File: src/rtl/led_blink_array.sv
// Multi-channel LED driver: one shared half-period timebase, with a per-channel
// mode of off/on/lockstep blink/counted burst. Bursts report completion with a done pulse.
module led_blink_array #(
  parameter int   NUM_CH      = 4,
  parameter int   CNT_W       = 26,
  parameter int   HALF_PERIOD = 50000000,
  parameter logic LED_ACTIVE  = 1'b0,
  parameter int   BURST_W     = 4
) (
  input  logic                  clk,
  input  logic                  reset_n,
  input  logic [2*NUM_CH-1:0]   i_mode,
  input  logic [NUM_CH-1:0]     i_start,
  input  logic [BURST_W-1:0]    i_burst_cnt,
  input  logic                  i_phase_sync,
  output logic [NUM_CH-1:0]     o_led,
  output logic [NUM_CH-1:0]     o_busy,
  output logic [NUM_CH-1:0]     o_burst_done
);

  typedef enum logic [1:0] {S_IDLE, S_ARM, S_ON, S_OFF} state_e;

  localparam logic [CNT_W-1:0] CNT_LAST = CNT_W'(HALF_PERIOD - 1);

  logic [CNT_W-1:0]   cnt_q, cnt_d;
  logic               phase_q, phase_d;
  logic               tick, adv;
  state_e             state_q [NUM_CH];
  state_e             state_d [NUM_CH];
  logic [BURST_W-1:0] rem_q   [NUM_CH];
  logic [BURST_W-1:0] rem_d   [NUM_CH];
  logic [1:0]         mode    [NUM_CH];
  logic [NUM_CH-1:0]  led_q, led_d;
  logic [NUM_CH-1:0]  done_q, done_d;

  assign tick = (cnt_q == CNT_LAST);
  // Phase sync wins over a coinciding tick, so no burst step happens in that cycle.
  assign adv  = tick & ~i_phase_sync;

  always_comb begin
    cnt_d   = cnt_q + CNT_W'(1);
    phase_d = phase_q;
    if (i_phase_sync) begin
      cnt_d   = '0;
      phase_d = 1'b0;
    end else if (tick) begin
      cnt_d   = '0;
      phase_d = ~phase_q;
    end
  end

  always_comb begin
    for (int i = 0; i < NUM_CH; i++) begin
      mode[i] = i_mode[2*i +: 2];
    end
  end

  always_comb begin
    for (int i = 0; i < NUM_CH; i++) begin
      state_d[i] = state_q[i];
      rem_d[i]   = rem_q[i];
      done_d[i]  = 1'b0;
      led_d[i]   = ~LED_ACTIVE;
      o_busy[i]  = (state_q[i] != S_IDLE);

      case (mode[i])
        2'b01:   led_d[i] = LED_ACTIVE;
        2'b10:   if (phase_q) led_d[i] = LED_ACTIVE;
        2'b11:   if (state_q[i] == S_ON) led_d[i] = LED_ACTIVE;
        default: led_d[i] = ~LED_ACTIVE;
      endcase

      if (mode[i] != 2'b11) begin
        state_d[i] = S_IDLE;
      end else begin
        case (state_q[i])
          S_IDLE: begin
            if (i_start[i] && (i_burst_cnt != '0)) begin
              state_d[i] = S_ARM;
              rem_d[i]   = i_burst_cnt;
            end
          end
          S_ARM: if (adv) state_d[i] = S_ON;
          S_ON: begin
            if (adv) begin
              state_d[i] = S_OFF;
              rem_d[i]   = rem_q[i] - BURST_W'(1);
            end
          end
          S_OFF: begin
            if (adv) begin
              if (rem_q[i] == '0) begin
                state_d[i] = S_IDLE;
                done_d[i]  = 1'b1;
              end else begin
                state_d[i] = S_ON;
              end
            end
          end
          default: state_d[i] = S_IDLE;
        endcase
      end
    end
  end

  always_ff @(posedge clk) begin
    if (!reset_n) begin
      cnt_q   <= '0;
      phase_q <= 1'b0;
      led_q   <= {NUM_CH{~LED_ACTIVE}};
      done_q  <= '0;
      for (int i = 0; i < NUM_CH; i++) begin
        state_q[i] <= S_IDLE;
        rem_q[i]   <= '0;
      end
    end else begin
      cnt_q   <= cnt_d;
      phase_q <= phase_d;
      led_q   <= led_d;
      done_q  <= done_d;
      for (int i = 0; i < NUM_CH; i++) begin
        state_q[i] <= state_d[i];
        rem_q[i]   <= rem_d[i];
      end
    end
  end

  assign o_led        = led_q;
  assign o_burst_done = done_q;

endmodule

File: config.mk
export PLATFORM = sky130hd
export DESIGN_NAME = led_blink_array
export DESIGN_NICKNAME = d
export VERILOG_FILES = /design/src/rtl/led_blink_array.sv
export SDC_FILE = /design/constraint.sdc
export NUM_CORES = 1
export LEC_CHECK = 0
export ABC_AREA = 1
export CORE_MARGIN = 2
export CORE_UTILIZATION = 55
export DETAILED_ROUTE_END_ITERATION = 16
export DONT_BUFFER_PORTS = 1
export PLACE_DENSITY = 0.66
export SLEW_MARGIN = 10
export SYNTH_ARGS = -nofsm -noshare
export SYNTH_HDL_FRONTEND = slang
export SYNTH_SLANG_ARGS = --single-unit
File: constraint.sdc
create_clock -name clk -period 2.2 [get_ports clk]
set_input_delay 0.44 -clock clk [delete_from_list [all_inputs] [get_ports clk]]
set_output_delay 0.44 -clock clk [all_outputs]
set_load 0.005 [all_outputs]
==> run_results.csv <==
group,metric,value,unit
synth,synth.distinct_cells,33,
place,gp_congestion,0.8987,
setup_path,cp-end-kind,"flip-flop",
die,fp-row-count,28,
routing,drtIter0Drc,249,
routing,drt-pass1-iter-count,5,
synth,syn_inst,514,
pwr,peakVddDrop,0.3810,mV
synth,syn_avg_cell_area,6.485,um2
synth,yosys_warnings,0,
cells_and_area,diodes,0,
timing,finalMaxSlewViolations,0,
grt,grt_first_pass_wirelength,12.99,mm
synth,syn_nets,542,
die,die_x,81.85,um
grt,grt_antenna_before_repair,0,
place,place_area,3401,um2
pwr,power,2.456,mW
cts,cts_setup_buffers,0,
timing,fin_crit_sh,82.98,%
setup_path,crit_type,"flip-flop to flip-flop",
cts,post_cts_resized,0,
die,initial_core_util,56.63,%
cts,clk_pin_slew,0.07,ns
pwr,power.density,673.3,nW/um2
cts,cts_tree,"done",
cts,clockRootBuffer,"clkbuf_8",
routing,viasPerCell,5.467,
synth,synth_area,3333,um2
outcome,outcome,"finished clean",
grt,grt_max_degree,27,
cells_and_area,area_delta_synth_final,9.422,%
setup_path,start_kind,"flip-flop",
die,dieArea,6699,um2
cts,numCtsBuffers,9,
job,maxCapViolations,0,
die,die_h,81.85,um
cells_and_area,n_fill_cell,565,
place,port_buffers,0,
cells_and_area,nets,548,
grt,grt_util_all_layers,25.27,%
setup_path,worstPathRequired,2.42,ns
place,preCtsSetupSlack,0.3794,ns
place,post-dp-hpwl,5.959,mm
timing,rsz0062_at_grt,"no",
routing,finalWirelength,7.913,mm
cts,hold_buffers,0,
cts,clock_sinks,59,
timing,worst_slack,0.3745,ns
timing,fmax,0.5478,GHz
routing,avgRoutedWirePerCell,13.19,um
timing,finClkSkew,0.007595,ns
die,coreArea,5886,um2
cells_and_area,layout-drive-gt1-share,7.810,%
cts,cts_buffer_depth,2,
die,io_pins,31,
timing,worst_slew_pin_slew,0.6715,ns
cts,clock_latency,0.35,ns
timing,hold_viol_final,0,
routing,ant_nets,0,
min_path,hold_class,"input pin to flip-flop",
timing,max_slew_margin,54.89,%
grt,grt_pass1_vias,2809,
setup_path,critPathArrivalTime,2.04,ns
setup_path,cp_max_fo,8,
timing,setup_viol,0,
timing,post-route-min-period,1.825,ns
routing,via_count,3280,
synth,ys_seq_area_share,35.44,%
synth,yosys_register_bits,59,
cells_and_area,fin_area,3647,um2
pwr,p_leak,1.366,nW
timing,tns,0,ns
routing,drcViolationCount,0,
grt,grt.overflow.total,0,
cts,htreeDepth,3,
[cell usage after synthesis, drive strengths merged]
master  number  area share (%)
clkbuf       2            0.26
dfxtp       59              35
o21a         2            0.45
nor4         3            0.56
a21oi       46             6.9
inv         68             7.7
nand2      123              15
xnor2        2            0.53
ha           9             3.4
nor3        18             2.9
or2          5            0.94
o221ai       1            0.26
nand3b       2            0.45
o31ai        2            0.45
xor2         5             1.3
nor3b        2            0.45
nand4       12             2.3
buf          4            0.75
nand3       39             6.4
a211oi       1            0.23
o21ai       21             3.2
nor2        88              10
[final cells by class]
type	count	area, um2	area share [%]
multi-input combinational	381	1863	51.08
sequential	59	1181	32.38
inverter	68	255.2	6.998
clock buffer	13	178.9	4.906
tap	75	93.84	2.573
clock inverter	3	67.56	1.852
timing repair buffer	1	7.507	0.2058
[routing by layer]
layer | wire length, um | global-route usage (%)
met1 | 4048 | 37.91
met4 | 91 | 8.333
met5 | 0 | 0
met2 | 3211 | 34.55
met3 | 562 | 6.593
[worst max-delay path: stages (launching register included)]
cell     delay, ns
dfxtp_1       0.35
inv_1         0.11
ha_1          0.38
nor2_1        0.07
inv_1         0.09
nand3_1       0.07
a21oi_1       0.31
nand2_2       0.16
nand2_1       0.10
a21oi_1       0.07
[final timing paths]
path              cells past startpoint           from  slack [ns]          end
setup / recovery                      9  state_q[1][0]        0.37  rem_q[1][1]
hold / removal                        1        reset_n        0.18     o_led[0]
setup reg to reg                      9  state_q[1][0]        0.37  rem_q[1][1]
hold reg to reg                       2    rem_q[2][1]        0.47  rem_q[2][1]
[cells in the final DEF, fill, tap and decap left out]
cell / n
nand3_1: 37
nand2_4: 3
o31ai_1: 2
o21a_1: 2
bufinv_16: 2
o221ai_1: 1
inv_1: 59
nand3_4: 1
or2_2: 1
ha_1: 9
buf_4: 1
nand3b_1: 2
nor2_1: 85
nor4_1: 3
clkbuf_8: 13
a211oi_1: 1
xor2_1: 5
nor3_2: 1
xnor2_1: 2
nor2_4: 2
clkinvlp_4: 1
nor2_2: 1
dfxtp_1: 59
a21oi_1: 46
nand3_2: 1
nand2_1: 115
nand2_2: 5
inv_2: 9
or2_0: 4
nor3b_1: 2
o21ai_0: 21
nand4_1: 12
nor3_1: 17
[per-stage QoR]
| step | std cells | utilization, % | hold slack (ns) |
|---|---|---|---|
| 4_1_cts | 600 | 61.97 | 0.1698 |
| 3_3_place_gp | 584 | 57.78 | 0.4609 |
| 6_report | 600 | 61.97 | 0.1781 |
| 2_1_floorplan | 514 | - | 0.4399 |
| 3_5_place_dp | 584 | 57.78 | 0.4624 |
| 5_1_grt | 600 | 61.97 | 0.1551 |
[sequential cells by signal (all words and copies together), names as in the netlist]
signal,flops
o_led,4
o_burst_done,4
state_q,8
phase_q,1
cnt_q,26
rem_q,16
[kinds of logic after synthesis]
kind of cell	synth area share, %
and+or+nand+nor	39.23
buffers and inverters	8.671
AOI/OAI and AO/OA	11.45
DFF	35.44
adders and majority gates	3.378
xor gates and xnor gates	1.839
[report_power, final]
group | switching [mW] | total [mW] | internal, mW
sequential | 0.0178 | 1.11 | 1.09
combinational | 0.0932 | 0.146 | 0.0524
clock | 0.441 | 1.20 | 0.762
total | 0.552 | 2.46 | 1.90
No activity file was read; power rests on OpenSTA's default activity.
